$ cat src/rtl/sensor_pkg.sv
// Shared types and constants for the TDC snapshot accumulator.
package sensor_pkg;

    typedef enum logic [1:0] {
        ST_IDLE  = 2'd0,
        ST_SYNC  = 2'd1,
        ST_ACCUM = 2'd2,
        ST_DONE  = 2'd3
    } state_t;

    localparam int SYNC_CYCLES = 2;
    localparam int RESULT_W    = 8;
    localparam int RESULT_MAX  = (1 << RESULT_W) - 1;

    // Bits needed to hold a thermometer code of 0..n_taps.
    function automatic int code_width(input int n_taps);
        return $clog2(n_taps + 1);
    endfunction

endpackage

$ cat src/rtl/sensor_therm2bin.sv
// Combinational thermometer-to-count decoder with bubble detection.
module sensor_therm2bin #(
    parameter int N_TAPS = 8
) (
    input  logic [N_TAPS-1:0]             i_tap,
    output logic [$clog2(N_TAPS+1)-1:0]   o_code,
    output logic                          o_bubble
);

    localparam int CODE_W = $clog2(N_TAPS + 1);

    logic w_seen_zero;

    // Count ones from bit 0 until the first zero; any one past it is a bubble.
    always_comb begin
        o_code      = {CODE_W{1'b0}};
        o_bubble    = 1'b0;
        w_seen_zero = 1'b0;
        for (int i = 0; i < N_TAPS; i++) begin
            if (!i_tap[i]) begin
                w_seen_zero = 1'b1;
            end else if (w_seen_zero) begin
                o_bubble = 1'b1;
            end else begin
                o_code = o_code + CODE_W'(1);
            end
        end
    end

endmodule

$ cat src/rtl/sensor_tdc_accum.sv
// Averages 2^LOG2_SAMPLES synchronised delay-line snapshots into one code sum.
// Optional feature macro: SENSOR_MINMAX_EN adds per-measurement min/max codes.
module sensor_tdc_accum
    import sensor_pkg::*;
#(
    parameter int N_TAPS       = 8,
    parameter int LOG2_SAMPLES = 4
) (
    input  logic                         clk,
    input  logic                         rst,
    input  logic [N_TAPS-1:0]            tap,
    input  logic                         start,
    output logic                         busy,
    output logic                         valid,
    output logic [RESULT_W-1:0]          result,
    output logic                         bubble_err
`ifdef SENSOR_MINMAX_EN
    ,
    output logic [$clog2(N_TAPS+1)-1:0]  min_code,
    output logic [$clog2(N_TAPS+1)-1:0]  max_code
`endif
);

    localparam int CODE_W = code_width(N_TAPS);
    localparam int ACC_W  = CODE_W + LOG2_SAMPLES;
    localparam int CNT_W  = LOG2_SAMPLES + 1;
    // One spare bit keeps the saturation compare from degenerating to a constant.
    localparam int SUM_W  = ((ACC_W > RESULT_W) ? ACC_W : RESULT_W) + 1;

    logic [N_TAPS-1:0]   r_tap_meta;
    logic [N_TAPS-1:0]   r_tap_sync;
    logic [CODE_W-1:0]   w_code;
    logic                w_bubble;

    state_t              r_state;
    state_t              w_state_nxt;
    logic [CNT_W-1:0]    r_cnt;
    logic                w_sync_last;
    logic                w_accum_last;

    logic                w_start_accept;
    logic                w_acc_en;
    logic                w_load_result;
    logic                w_busy_nxt;

    logic [ACC_W-1:0]    r_acc;
    logic [ACC_W-1:0]    w_acc_sum;
    logic [SUM_W-1:0]    w_sum_ext;
    logic [RESULT_W-1:0] w_result_sat;

    logic                r_busy;
    logic                r_valid;
    logic [RESULT_W-1:0] r_result;
    logic                r_bubble;

    // Two-flop synchroniser for the asynchronous tap snapshot.
    always_ff @(posedge clk) begin
        if (rst) begin
            r_tap_meta <= {N_TAPS{1'b0}};
            r_tap_sync <= {N_TAPS{1'b0}};
        end else begin
            r_tap_meta <= tap;
            r_tap_sync <= r_tap_meta;
        end
    end

    sensor_therm2bin #(
        .N_TAPS (N_TAPS)
    ) u_therm2bin (
        .i_tap    (r_tap_sync),
        .o_code   (w_code),
        .o_bubble (w_bubble)
    );

    assign w_sync_last  = (r_cnt == CNT_W'(SYNC_CYCLES - 1));
    assign w_accum_last = (r_cnt == CNT_W'((1 << LOG2_SAMPLES) - 1));

    // FSM state register.
    always_ff @(posedge clk) begin
        if (rst) begin
            r_state <= ST_IDLE;
        end else begin
            r_state <= w_state_nxt;
        end
    end

    // FSM next-state logic; start is only honoured in IDLE.
    always_comb begin
        w_state_nxt = r_state;
        case (r_state)
            ST_IDLE: begin
                if (start) w_state_nxt = ST_SYNC;
                else       w_state_nxt = ST_IDLE;
            end
            ST_SYNC: begin
                if (w_sync_last) w_state_nxt = ST_ACCUM;
                else             w_state_nxt = ST_SYNC;
            end
            ST_ACCUM: begin
                if (w_accum_last) w_state_nxt = ST_DONE;
                else              w_state_nxt = ST_ACCUM;
            end
            ST_DONE: w_state_nxt = ST_IDLE;
            default: w_state_nxt = ST_IDLE;
        endcase
    end

    // FSM output decode; result and valid are loaded on the last ACCUM edge so
    // they are visible throughout the DONE cycle.
    always_comb begin
        w_start_accept = 1'b0;
        w_acc_en       = 1'b0;
        w_load_result  = 1'b0;
        w_busy_nxt     = (w_state_nxt != ST_IDLE);
        case (r_state)
            ST_IDLE: begin
                w_start_accept = start;
            end
            ST_SYNC: begin
                w_acc_en = 1'b0;
            end
            ST_ACCUM: begin
                w_acc_en      = 1'b1;
                w_load_result = w_accum_last;
            end
            ST_DONE: begin
                w_acc_en = 1'b0;
            end
            default: begin
                w_acc_en = 1'b0;
            end
        endcase
    end

    // Phase counter, restarted on every state change.
    always_ff @(posedge clk) begin
        if (rst) begin
            r_cnt <= {CNT_W{1'b0}};
        end else if (r_state != w_state_nxt) begin
            r_cnt <= {CNT_W{1'b0}};
        end else if ((r_state == ST_SYNC) || (r_state == ST_ACCUM)) begin
            r_cnt <= r_cnt + CNT_W'(1);
        end else begin
            r_cnt <= {CNT_W{1'b0}};
        end
    end

    assign w_acc_sum = r_acc + ACC_W'(w_code);

    // Saturate the final sum to the result width.
    always_comb begin
        w_sum_ext = SUM_W'(w_acc_sum);
        if (w_sum_ext > SUM_W'(RESULT_MAX)) begin
            w_result_sat = {RESULT_W{1'b1}};
        end else begin
            w_result_sat = w_sum_ext[RESULT_W-1:0];
        end
    end

    // Accumulator, result, status outputs and sticky bubble flag.
    always_ff @(posedge clk) begin
        if (rst) begin
            r_acc    <= {ACC_W{1'b0}};
            r_result <= {RESULT_W{1'b0}};
            r_busy   <= 1'b0;
            r_valid  <= 1'b0;
            r_bubble <= 1'b0;
        end else begin
            r_busy  <= w_busy_nxt;
            r_valid <= w_load_result;
            if (w_start_accept) begin
                r_acc <= {ACC_W{1'b0}};
            end else if (w_acc_en) begin
                r_acc <= w_acc_sum;
            end else begin
                r_acc <= r_acc;
            end
            if (w_load_result) begin
                r_result <= w_result_sat;
            end else begin
                r_result <= r_result;
            end
            if (w_start_accept) begin
                r_bubble <= 1'b0;
            end else if (w_acc_en && w_bubble) begin
                r_bubble <= 1'b1;
            end else begin
                r_bubble <= r_bubble;
            end
        end
    end

    assign busy       = r_busy;
    assign valid      = r_valid;
    assign result     = r_result;
    assign bubble_err = r_bubble;

`ifdef SENSOR_MINMAX_EN
    logic [CODE_W-1:0] r_min_trk;
    logic [CODE_W-1:0] r_max_trk;
    logic [CODE_W-1:0] r_min_code;
    logic [CODE_W-1:0] r_max_code;
    logic [CODE_W-1:0] w_min_upd;
    logic [CODE_W-1:0] w_max_upd;

    assign w_min_upd = (w_code < r_min_trk) ? w_code : r_min_trk;
    assign w_max_upd = (w_code > r_max_trk) ? w_code : r_max_trk;

    // Min/max code tracking across ACCUM, published together with result.
    always_ff @(posedge clk) begin
        if (rst) begin
            r_min_trk  <= CODE_W'(N_TAPS);
            r_max_trk  <= {CODE_W{1'b0}};
            r_min_code <= {CODE_W{1'b0}};
            r_max_code <= {CODE_W{1'b0}};
        end else begin
            if (w_start_accept) begin
                r_min_trk <= CODE_W'(N_TAPS);
                r_max_trk <= {CODE_W{1'b0}};
            end else if (w_acc_en) begin
                r_min_trk <= w_min_upd;
                r_max_trk <= w_max_upd;
            end else begin
                r_min_trk <= r_min_trk;
                r_max_trk <= r_max_trk;
            end
            if (w_load_result) begin
                r_min_code <= w_min_upd;
                r_max_code <= w_max_upd;
            end else begin
                r_min_code <= r_min_code;
                r_max_code <= r_max_code;
            end
        end
    end

    assign min_code = r_min_code;
    assign max_code = r_max_code;
`endif

endmodule

$ cat config.mk
export PLATFORM = sky130hd
export DESIGN_NAME = sensor_tdc_accum
export DESIGN_NICKNAME = d
export VERILOG_FILES = /design/src/rtl/sensor_pkg.sv /design/src/rtl/sensor_therm2bin.sv /design/src/rtl/sensor_tdc_accum.sv
export SDC_FILE = /design/constraint.sdc
export NUM_CORES = 1
export LEC_CHECK = 0
export CAP_MARGIN = 20
export CORE_MARGIN = 4
export CORE_UTILIZATION = 45
export DETAILED_ROUTE_END_ITERATION = 16
export PLACE_DENSITY = 0.62
export SYNTH_ARGS = -nofsm -noshare
export SYNTH_HDL_FRONTEND = slang
export SYNTH_SLANG_ARGS = --single-unit
$ cat constraint.sdc
create_clock -name clk -period 7.2 [get_ports clk]
set_input_delay 0.72 -clock clk [delete_from_list [all_inputs] [get_ports clk]]
set_output_delay 0.72 -clock clk [all_outputs]
set_load 0.05 [all_outputs]
# [Word-level counts from Yosys, hierarchy flattened]
# Index checks and enable logic that the tools add are counted.
[op_classes] n_bitwise=1 add_sub_neg=9 reduce_logical=6 mux=42 eq_ne=6
[op_table] operator="$mux W4" n=14
[op_table] operator="$mux W1" n=26
[op_table] operator="$add A4 B1 Y4 const B" n=6
[op_table] operator="$add A8 B4 Y8" n=1
[op_table] operator="$pmux W2 S4" n=1
[op_table] operator="$add A5 B1 Y5 const B" n=1
[op_table] operator="$eq A5 B1 Y1 const B" n=1
[op_table] operator="$eq A5 B4 Y1 const B" n=1
[op_table] operator="$eq A2 B2 Y1 const B" n=2
[op_table] operator="$reduce_or A3 Y1" n=1
[op_table] operator="$add A1 B1 Y2 const B" n=1
[op_table] operator="$eq A2 B1 Y1 const B" n=1
[op_table] operator="$logic_not A2 Y1" n=1
[op_table] operator="$mux W2" n=1
[op_table] operator="$ne A2 B2 Y1" n=1
[op_table] operator="$reduce_bool A2 Y1" n=1
[op_table] operator="$reduce_or A2 Y1" n=1
[op_table] operator="$logic_and A1 B1 Y1" n=1
[op_table] operator="$logic_or A1 B1 Y1" n=1
[op_table] operator="$not A1 Y1" n=1
[word_totals] regBits=42 word_cells=73 output_inout_bits=11 in_bits=11

# [Logic depth before layout (Yosys ltp)]
# Gate-level depths: netlist of the first run.
[depth] ltp_word=23 mapped_depth=29 depth_no_buf=29

# [By module]
# Synthesis of the first run repeated with hierarchy kept, for this count alone.
[unflattened] cells_unflattened=239 area_unflattened_um2=2182.1
[by_module_without_submodules] mod="sensor_tdc_accum" cells_each=178 area_per_inst_um2=1761.7 seq_area_each_um2=840.8 n_inst=1
[by_module_without_submodules] mod="sensor_therm2bin" cells_each=61 area_per_inst_um2=420.4 seq_area_each_um2=0.0 n_inst=1

# [Worst setup path after synthesis of the first run]
# OpenSTA, ideal clock, no wires.
[synth_path] path_kind="flip-flop to flip-flop" start="register r_tap_sync[1]" end="register r_result[7] (netlist: result[7])" stages_incl_launch_ff=30 setup_time_ps=86 period_less_slack_ps=5125 slack_ps=2075 arrival_ps=5039 required_time_ps=7114 path_buffers=0 path_cell_list="dfxtp_1 -> nand2_1 -> inv_1 -> ha_1 -> mux2_2 -> ha_1 -> nor2_1 -> nor2_1 -> ha_1 -> a211oi_1 -> o21ai_0 -> o311a_1 -> o21ai_0 -> ha_1 -> mux2i_1 -> o21ai_0 -> ha_1 -> nand3_1 -> xnor3_1 -> nor2b_1 -> xnor2_1 -> nor2_1 -> xor2_1 -> ha_1 -> a21oi_1 -> a21boi_0 -> o21a_1 -> nand3_1 -> xor2_1 -> a211oi_1"
[synth_via] elab_chain_len=20 elab_cells_between_ends=26 cone_classes="add/sub (7); mux (19)"
[synth_lines] element="from (decl)" line_no="sensor_tdc_accum.sv:31" text="logic [N_TAPS-1:0] r_tap_sync;"
[synth_lines] element="from (signal assigned)" line_no="sensor_tdc_accum.sv:60" text="r_tap_sync <= {N_TAPS{1'b0}};"
[synth_lines] element="from (signal assigned)" line_no="sensor_tdc_accum.sv:63" text="r_tap_sync <= r_tap_meta;"
[synth_lines] element="$mux W4" line_no="sensor_therm2bin.sv:20" text="if (!i_tap[i]) begin"
[synth_lines] element="$add A4 B1 Y4" line_no="sensor_therm2bin.sv:25" text="o_code = o_code + CODE_W'(1);"
[synth_lines] element="$mux W4" line_no="sensor_therm2bin.sv:22" text="end else if (w_seen_zero) begin"
[synth_lines] element="$mux W4" line_no="sensor_therm2bin.sv:20"
[synth_lines] element="$add A4 B1 Y4" line_no="sensor_therm2bin.sv:25"
[synth_lines] element="$mux W4" line_no="sensor_therm2bin.sv:22"
[synth_lines] element="$mux W4" line_no="sensor_therm2bin.sv:20"
[synth_lines] element="$add A4 B1 Y4" line_no="sensor_therm2bin.sv:25"
[synth_lines] element="(+4 left out)"
[synth_lines] element="$mux W4" line_no="sensor_therm2bin.sv:20"
[synth_lines] element="$add A4 B1 Y4" line_no="sensor_therm2bin.sv:25"
[synth_lines] element="$mux W4" line_no="sensor_therm2bin.sv:22"
[synth_lines] element="$mux W4" line_no="sensor_therm2bin.sv:20"
[synth_lines] element="$add A4 B1 Y4" line_no="sensor_therm2bin.sv:25"
[synth_lines] element="$mux W4" line_no="sensor_therm2bin.sv:22"
[synth_lines] element="$mux W4 *" line_no="sensor_therm2bin.sv:20"
[synth_lines] element="$add A8 B4 Y8 *" line_no="sensor_tdc_accum.sv:148" text="assign w_acc_sum = r_acc + ACC_W'(w_code);"
[synth_lines] element="to (signal assigned)" line_no="sensor_tdc_accum.sv:164" text="r_result <= {RESULT_W{1'b0}};"
[synth_lines] element="to (signal assigned)" line_no="sensor_tdc_accum.sv:179" text="r_result <= w_result_sat;"
[synth_lines] element="to (signal assigned)" line_no="sensor_tdc_accum.sv:181" text="r_result <= r_result;"
[synth_lines] element="to (decl)" line_no="sensor_tdc_accum.sv:53" text="logic [RESULT_W-1:0] r_result;"
# Mark *: on every way between the ends. The rest lies on a longest branch, timed or not.
# A chain may end at the register's enable or synchronous reset.

# [Final worst setup path of the first run]
# Ends and elaborated chain as after synthesis.

==> metrics.txt, run 1 <==
outcome complete, no violations; Synth cell types 35; depth of the CTS H-tree 2; commonest non-fill, non-tap cell in the layout dfxtp_1; Max-Cap Viols 0; first-pass GRT wire length ~6.7 mm; Clk Latency, worst-skew pair around 0.28 ns; pin count of the biggest net entering global routing 31; fin crit share 0.7802; Worst Setup Start Kind flip-flop; critical path launch point r_tap_sync[1]; Detail Placement HPWL 2.894 mm; Slew HR 0.3275; Seq/Total Area, Yosys 0.3862; core area about 0.0047 mm²; layout cell share with drive strength beyond 1 0.04135; Final ANT Viol Nets 0; Final Hold Fails 0; Post-CTS Resized 0; Die X a little under 80 µm; Reg2Reg Depth 29; DRC 0; Mapped Avg Cell Area around 8.8 µm²; TNS Setup 0 ns; Post-synth EDFFs 0; CP Capture Type flip-flop; largest buffer count on any clock path 2; Row Count 25; chip height 77.56 µm; Ports 22; Routed WL between 3 and 4 mm; wire per inst around 12 µm; number of CTS-inserted buffers 5; DRT iter0 DRCs 67; Pwr Density approximately 170 mW/mm²; GRT overflow 0; LEAKAGE 0.9981 nW; die footprint between 0.006 and 0.007 mm²; DR pass1 iterations 4; clk slew on worst S/H paths about 0.08 ns; Critical Path RT around 7.4 ns; CTS root buf clkbuf_8; DR vias/cell between 4 and 5; PnR Total Power approximately 0.43 mW; Vias between 1500 and 2000; Max FO, Critical Path 5; P&R area growth vs syn 15.57%; hold depth 1; CP dominant cell by count ha_1; fin. max-slew vios 0; Max Clock Skew ~0.0068 ns; Mapped Cells around 250; asr flop ratio synth 0; mapped cell area ~0.0022 mm²; Num Clock Sinks 42; Worst Max-Slew Pin Slew roughly 1 ns; commonest cells after routing, fill and taps aside dfxtp_1, nor2_1, nor2b_1, nand2_1, clkdlybuf4s50_1; final setup violation count 0; hold buffers post-CTS 0; IO Port Bufs 21; Final Wtd Congestion between 0.8 and 0.9; max frequency 0.1780 GHz; Max VDD drop approximately 0.096 mV; Worst Setup Path Type reg -> reg; Hold Crit Class reg -> reg; postcts setup bufs 0; commonest register cell after synthesis dfxtp_1; Starting Density 0.4640; initial antenna violation count 0; Hold EP r_tap_sync[0]; CP max stage cell dfxtp_1; CP Data Arrival Time roughly 5.8 ns; R2R Setup Slk roughly 1.6 ns; unrepaired setup endpoints after global routing false; reg-to-reg critical path endpoint result[7]; TritonCTS clock tree yes; Min Clock Period, post-route 5.617 ns; hold_sp r_tap_meta[0]; yosys warns 0; Synth Net Count around 280; vias in the first global route around 1500; All-Layer GR Usage 0.1339; antenna cells 0; Worst path max stage delay approximately 0.38 ns; Worst Hold Slack approximately 0.44 ns; Nets a little under 300; #FFs+latches synth between 40 and 50; Reg-to-Reg Start r_tap_sync[1]
-- stage by stage --
stage | std cells | cell area, µm² | worst slack, ns | util
final | 320 | 2516 | 1.583 | 0.5363
after global routing | 320 | 2516 | 1.043 | 0.5363
after CTS | 320 | 2516 | 1.557 | 0.5363
after detailed placement | 312 | 2421 | 1.576 | 0.5160
after global placement | 312 | 2421 | 1.702 | 0.5160
after floorplan | 246 | 2177 | 2.075 | -
-- final cells by class --
class                           instances  area [µm²]
Multi-Input combinational cell        184        1261
Inverter                               11       41.29
Sequential cell                        42       840.8
Fill cell                             454        2176
Clock inverter                          2       12.51
Tap cell                               54       67.56
Timing Repair Buffer                   21       210.2
Clock buffer                            6       82.58
-- how the worst max path moves through the flow --
stage                     depth (start not counted)  slack, ns         to
final                                            29       1.58  result[7]
after floorplan                                  29       2.08  result[7]
after global routing                             29       1.04  result[7]
after detailed placement                         29       1.58  result[7]
after global placement                           29       1.70  result[7]
after CTS                                        29       1.56  result[7]
-- synthesized netlist by cell type, types with 6 or more instances --
master / count / area, µm²
xor2_1: 11 / 96.34
a211oi_1: 6 / 45.04
nor2b_1: 24 / 150.1
ha_1: 19 / 237.7
mux2i_1: 9 / 90.09
inv_1: 11 / 41.29
nand3_1: 9 / 45.04
o21ai_0: 12 / 60.06
dfxtp_1: 42 / 840.8
xnor2_1: 6 / 52.55
nand2_1: 22 / 82.58
a21oi_1: 8 / 40.04
nor2_1: 27 / 101.4
clkbuf_1: 9 / 33.78
-- power breakdown --
| part | total (mW) | leakage [nW] | internal [mW] | switching [mW] |
|---|---|---|---|---|
| Clock | 0.155 | 0.0472 | 0.0770 | 0.0778 |
| Combinational | 0.0294 | 0.609 | 0.0152 | 0.0143 |
| Sequential | 0.242 | 0.342 | 0.237 | 0.00425 |
-- cells by family (layout without fill, tap and decap cells) --
group | count (synthesis) | in the layout | synth area share
multiplexers | 12 | 12 | 0.05805
AND/OR/NAND/NOR | 98 | 98 | 0.2241
buffers and inverters | 20 | 40 | 0.03448
flip-flops | 42 | 42 | 0.3862
XOR/XNOR | 18 | 18 | 0.07873
adder cells (fa/ha/maj) | 20 | 20 | 0.1184
AO/OA/AOI/OAI | 36 | 36 | 0.1000
-- layer usage --
| layer | GRT usage | share of wire | wire length, µm |
|---|---|---|---|
| met1 | 0.1818 | 0.53 | 2009 |
| met2 | 0.2090 | 0.44 | 1682 |
| met3 | 0.03248 | 0.028 | 108 |
| met4 | 0.04270 | 0.0063 | 24 |
| met5 | 0 | 0 | 0 |
-- registers in the layout, summed over array words and instances (netlist names) --
register / flops
r_acc: 8
r_tap_sync: 8
result: 8
valid: 1
bubble_err: 1
r_cnt: 5
r_state: 2
r_tap_meta: 8
busy: 1
-- critical path: cells and delay by family, from the launching register on --
family          cells  cell delay, ns
fa+ha+maj           6            1.67
compound gates      9            1.52
xor+xnor            4            0.66
mux                 2            0.43
flops               1            0.38
simple gates        7            0.70
buf+inv             1            0.16
Note: power is estimated with default switching activity, not from simulation.
==> run 2, diff against run 1 <==
PLACE_DENSITY = 0.65   (was 0.62)
clock period = 5.15 ns   (was 7.2 ns; I/O delays follow)
==> metrics.txt, run 2 (synthesized netlist as in run 1, its figures left out) <==
hold depth 1 (unchanged); Slew HR 0.3108 (-0.01665); Clk pwr share 0.397 (+0.033); max frequency 0.1968 GHz (+11%); Critical Path RT 5.35 ns (-2.04 ns); Vias 1712 (+8.1%); Nets 312 (+5.4%); Post-DP Area 0.002504 mm² (+3.4%); DR pass1 iterations 4 (unchanged); final worst slack 0.06943 ns (-1.513 ns); R2R Setup Slk 0.07 ns (-1.51 ns); number of CTS-inserted buffers 5 (unchanged); chip height 77.56 µm (unchanged); switch share 0.2192 (-0.006945); CTS root buf clkbuf_8; Comb pwr share 0.079 (+0.010); LEAKAGE 1.074 nW (+7.6%); unrepaired setup endpoints after global routing true; Detail Placement HPWL 2.888 mm (-0.20%); commonest non-fill, non-tap cell in the layout dfxtp_1; Worst Setup Start Kind flip-flop; Routed WL 4.326 mm (+13%); Worst Setup Path Type reg -> reg; fin. max-slew vios 0 (unchanged); first-pass GRT wire length 6.734 mm (+1.2%); layout cell share with drive strength beyond 1 0.1631 (+0.1218); CP max stage cell dfxtp_2; internal power 0.5038 mW (+53%); fin crit share 0.9865 (+0.2063); initial antenna violation count 0 (unchanged); All-Layer GR Usage 0.1384 (+0.004557); die footprint 0.006015 mm² (unchanged); Max VDD drop 0.1873 mV (+95%); Pwr Density 232.8 mW/mm² (+38%); Max Clock Skew 0.008042 ns (+0.001259 ns); DRT iter0 DRCs 52 (-22%); Die X 77.56 µm (unchanged); Max-Cap Viols 0 (unchanged); core area 0.004692 mm² (unchanged); outcome complete, no violations; switching power 0.1414 mW (+47%); Final Wtd Congestion 0.8290 (-1.3%); P&R area growth vs syn 27.30%; DRC 0 (unchanged); vias in the first global route 1549 (+0.52%); CP Data Arrival Time 5.28 ns (-0.53 ns); fin area 0.002771 mm² (+10%); clk slew on worst S/H paths 0.08 ns (about the same); GRT overflow 0 (unchanged); CP Capture Type flip-flop; wire per inst 12.88 µm (+7.7%); TNS Setup 0 ns (unchanged); pin count of the biggest net entering global routing 31 (unchanged); depth of the CTS H-tree 2 (unchanged); Fillers 421 (-7.3%); Ports 22 (unchanged); commonest cells after routing, fill and taps aside dfxtp_1, nor2_1, nor2b_1, nand2_1, clkdlybuf4s50_1; Min Clock Period, post-route 5.081 ns (-0.5367 ns); final setup violation count 0 (unchanged); DR vias/cell 5.095 (+2.9%); antenna cells 0 (unchanged); Final ANT Viol Nets 0 (unchanged); Row Count 25 (unchanged); Worst Max-Slew Pin Slew 1.031 ns (+0.02490 ns); Final Hold Fails 0 (unchanged); Num Clock Sinks 42 (unchanged); Reg2Reg Depth 28 (-3.4%); Worst path max stage delay 0.36 ns (-0.02 ns); TritonCTS clock tree yes; PnR Total Power 0.6452 mW (+52%); largest buffer count on any clock path 2 (unchanged); Place WS -0.1843 ns (-1.761 ns); IO Port Bufs 21 (unchanged); Clk Latency, worst-skew pair 0.29 ns (about the same); part of the power in registers 0.524 (-0.043); Hold Crit Class reg -> reg; Max FO, Critical Path 4 (-1); Starting Density 0.4640 (unchanged)
==> run 2: through the flow <==
stage / std cells / utilization / hold WS, ns
finish: 336 / 0.5907 / 0.4298
global placement: 323 / 0.5336 / 0.4169
CTS: 333 / 0.5664 / 0.4343
global route: 336 / 0.5907 / 0.4494
detailed placement: 323 / 0.5336 / 0.4204
floorplan: 246 / - / 0.4138
==> run 2: critical path, delay by kind of cell, from the launching register on <==
kind                     cells  cell delay (ns)
AO/OA/AOI/OAI                8             1.23
XOR/XNOR                     4             0.66
adder cells (fa/ha/maj)      6             1.48
flip-flops                   1             0.36
multiplexers                 2             0.42
AND/OR/NAND/NOR              8             0.83
==> run 2: what timing repair did <==
action | 4_1_cts | 5_1_grt
pin swaps | 10 | 25
gates cloned | 0 | 0
setup buffers | 2 | 3
hold buffers | 0 | 0
endpoints found under the setup margin | 6 | 12
resized for setup | 10 | 21
==> run 2: worst paths after layout <==
check / start / end
max: r_tap_sync[0] / result[7]
max reg2reg: r_tap_sync[0] / result[7]
min: r_tap_meta[7] / r_tap_sync[7]
min reg2reg: r_tap_meta[7] / r_tap_sync[7]
==> run 2: area by class of cell <==
| class | instances | area [µm²] | area share |
|---|---|---|---|
| clock buffers | 6 | 72.57 | 0.02619 |
| clock inverters | 2 | 37.54 | 0.01354 |
| inverters | 11 | 41.29 | 0.01490 |
| multi-input cells | 184 | 1379 | 0.4975 |
| flip-flops and latches | 42 | 843.3 | 0.3043 |
| well taps | 54 | 67.56 | 0.02438 |
| repair buffers | 37 | 330.3 | 0.1192 |
==> run 2: power by group through the flow <==
stage | Clock (mW) | Combinational, mW | Sequential, mW
3_5_place_dp | 0 | 0.0459 | 0.345
6_report | 0.256 | 0.0511 | 0.338
5_1_grt | 0.276 | 0.0567 | 0.339
3_3_place_gp | 0 | 0.0455 | 0.345
4_1_cts | 0.262 | 0.0479 | 0.337
2_1_floorplan | 0 | 0.0272 | 0.345
==> run 2: layer usage <==
metal,GRT usage,up-vias,part of all wire
met5,0,-,0
met4,0.06050,0,0.012
met3,0.03828,8,0.031
met2,0.2202,29,0.49
met1,0.1749,780,0.47
li1,-,895,-
==> run 3, diff against run 2 <==
ABC_AREA = 1   (was default)
CORE_UTILIZATION = 40   (was 45)
PLACE_DENSITY = 0.59   (was 0.65)
==> metrics.txt, run 3 <==
outcome complete, no violations; Hold EP r_tap_sync[5]; CP Data Arrival Time 4.84 ns (-0.44 ns); fin area 0.002615 mm² (-5.6%); Critical Path RT 5.34 ns (about the same); Num Clock Sinks 42 (unchanged); hold_sp r_tap_meta[5]; DR vias/cell 4.504 (-12%); dominant cell type by area after synthesis dfxtp_1; Max Clock Skew 0.006090 ns (-0.001952 ns); Row Count 26 (+4.0%); Detail Placement HPWL 3.129 mm (+8.3%); initial antenna violation count 0 (unchanged); Starting Density 0.4233 (-0.04069); share of the synthesized area in the top cell type 0.3769 (-0.009314); Worst Setup Start Kind flip-flop; hold buffers post-CTS 0 (unchanged); Ports 22 (unchanged); Seq/Total Area, Yosys 0.3769 (-0.009314); pin count of the biggest net entering global routing 27 (-13%); LEAKAGE 1.296 nW (+21%); CP Capture Type flip-flop; largest cells by area after synthesis dfxtp_1, ha_1, inv_1, nor2_1, nand2_1; DR pass1 iterations 4 (unchanged); postcts setup bufs 0 (-2); chip height 82.68 µm (+6.6%); core area 0.005270 mm² (+12%); largest buffer count on any clock path 2 (unchanged); Post-CTS Resized 0 (-10); critical path launch point r_tap_sync[1]; main combinational cell family by area after synthesis simple AND/OR/NAND/NOR gates; Min Clock Period, post-route 4.653 ns (-0.4275 ns); Pwr Density 242.9 mW/mm² (+4.3%); clk slew on worst S/H paths 0.08 ns (about the same); Hold Crit Class reg -> reg; Worst Setup Path Type reg -> reg; layout cell share with drive strength beyond 1 0.06949 (-0.09363); commonest register cell after synthesis dfxtp_1; Mapped Avg Cell Area 7.243 µm² (-18%); TritonCTS clock tree yes; Final Hold Fails 0 (unchanged); #FFs+latches synth 42 (unchanged); fin crit share 0.9035 (-0.08301); Max VDD drop 0.1355 mV (-28%); Final ANT Viol Nets 0 (unchanged); unrepaired setup endpoints after global routing false; mux share of post-synthesis cell area 0.004487 (-0.05356); area occupied by registers 840.8 µm² (-0.30%); most frequent cell after synthesis inv_1; Nets 361 (+16%); vias in the first global route 1677 (+8.3%); Mapped Cells 308 (+25%); Post-DP Area 0.002506 mm² (about the same); Final Wtd Congestion 0.8314 (+0.29%); DRC 0 (unchanged); wire per inst 9.843 µm (-24%); final setup violation count 0 (unchanged); asr flop ratio synth 0 (unchanged); commonest cells after routing, fill and taps aside inv_1, nor2_1, dfxtp_1, nand2_1, clkdlybuf4s50_1; Slew HR 0.3687 (+0.05786); GRT overflow 0 (unchanged); TNS Setup 0 ns (unchanged); Vias 1806 (+5.5%); Routed WL 3.947 mm (-8.8%); Fillers 541 (+29%); All-Layer GR Usage 0.1390 (+0.0005873); commonest non-fill, non-tap cell in the layout inv_1; CTS root buf clkbuf_8; Max-Cap Viols 0 (unchanged); Reg-to-Reg Start r_tap_sync[1]; reg-to-reg critical path endpoint r_acc[6]; hold depth 2 (+1); Worst Max-Slew Pin Slew 0.9440 ns (-0.08652 ns); XOR/XNOR Fraction of Synth Area 0.03141 (-0.04733); footprint of the multi-input gates 0.001131 mm² (-18%); fin. max-slew vios 0 (unchanged); depth of the CTS H-tree 2 (unchanged); die footprint 0.006836 mm² (+14%); Die X 82.68 µm (+6.6%); P&R area growth vs syn 17.22%; max frequency 0.2149 GHz (+9.2%); first-pass GRT wire length 7.341 mm (+9.0%); Reg2Reg Depth 27 (-3.6%); number of CTS-inserted buffers 5 (unchanged); R2R Setup Slk 0.50 ns (+0.43 ns); antenna cells 0 (unchanged); IO Port Bufs 21 (unchanged); final worst slack 0.4969 ns (+0.4275 ns); DRT iter0 DRCs 41 (-21%); simple-gate share of the synthesized area 0.2524 (+0.02825); Synth Area in Compound Gates 0.1032 (+0.003197); Place WS 0.4259 ns (+0.6102 ns); Synth Net Count 339 (+22%); Synth cell types 29 (-17%); mapped cell area 0.002231 mm² (+2.5%); Post-Synth Adder-Cell Area 0.1155 (-0.002855); Post-synth EDFFs 0 (unchanged); yosys warns 0 (unchanged); Clk Latency, worst-skew pair 0.29 ns (about the same); Commonest cells post-synth inv_1, nor2_1, dfxtp_1; Max FO, Critical Path 5 (+1)
-- run 3: cell types whose count changed in the layout (fill, tap and decap cells not counted), sizes merged, moves of 3 or more --
cell / previous run / this run
o211ai: 0 / 3
xnor2: 6 / 2
a21oi: 8 / 12
o21ai: 13 / 23
mux2i: 10 / 1
inv: 11 / 63
nor2: 27 / 57
buf: 16 / 0
nor2b: 24 / 0
xor2: 11 / 6
nand2: 22 / 45
nand2b: 3 / 0
a211oi: 6 / 0
nand3: 9 / 18
-- run 3: stage by stage --
stage	std cells	util	hold slack [ns]	total power, mW
3_5_place_dp	393	0.4755	0.3923	0.3939
2_1_floorplan	308	-	0.3883	0.3765
4_1_cts	401	0.4962	0.4038	0.6491
5_1_grt	401	0.4962	0.4106	0.6702
6_report	401	0.4962	0.3975	0.6351
3_3_place_gp	393	0.4755	0.3901	0.3935
-- run 3: power by group --
part           internal [mW]  total, mW  switching (mW)
sequential             0.333      0.338         0.00550
combinational         0.0196     0.0471          0.0275
clock                  0.143      0.250           0.107
-- run 3: area by class of cell --
class                   instances  area share
clock buffers                   5     0.02632
clock inverters                 3     0.01531
inverters                      63     0.09043
multi-input cells             197      0.4325
flip-flops and latches         42      0.3215
well taps                      70     0.03349
repair buffers                 21     0.08038
-- run 3: worst max-delay path by stage --
stage,endpoint,slack (ns),depth (start not counted)
after floorplan,r_acc[6],0.77,27
after global placement,result[6],0.56,27
after detailed placement,r_acc[6],0.43,27
after CTS,r_acc[6],0.40,27
after global routing,r_acc[6],0.02,27
final,r_acc[6],0.50,27
-- run 3: metal layers --
metal / global-route usage / share of wire
met3: 0.02928 / 0.020
met5: 0 / 0
met4: 0.04902 / 0.016
met1: 0.1898 / 0.51
met2: 0.2163 / 0.45
-- run 3: cells by family (layout without fill, tap and decap cells) --
| kind of cell | after synthesis | after routing |
|---|---|---|
| buffers and inverters | 69 | 92 |
| adders and majority gates | 20 | 20 |
| xor gates and xnor gates | 8 | 8 |
| muxes | 1 | 1 |
| and+or+nand+nor | 127 | 127 |
| DFF | 42 | 42 |
| AOI/OAI and AO/OA | 41 | 41 |
-- run 3: critical path, cell delays in order, from the launching register on --
cell      delay (ns)
dfxtp_1         0.33
nand2_2         0.14
inv_1           0.11
ha_1            0.31
nand2_1         0.06
o21ai_1         0.10
ha_1            0.28
nor2_1          0.10
nor2_1          0.06
ha_1            0.27
o21ai_0         0.08
a21oi_1         0.19
nand2_1         0.09
nand2_1         0.06
o211ai_1        0.08
ha_1            0.30
mux2i_1         0.18
o21ai_2         0.10
ha_1            0.28
inv_1           0.04
o21ai_2         0.14
inv_1           0.07
fa_1            0.43
o21ai_1         0.23
nand3_1         0.12
xor2_1          0.17
o21ai_0         0.17
inv_1           0.06
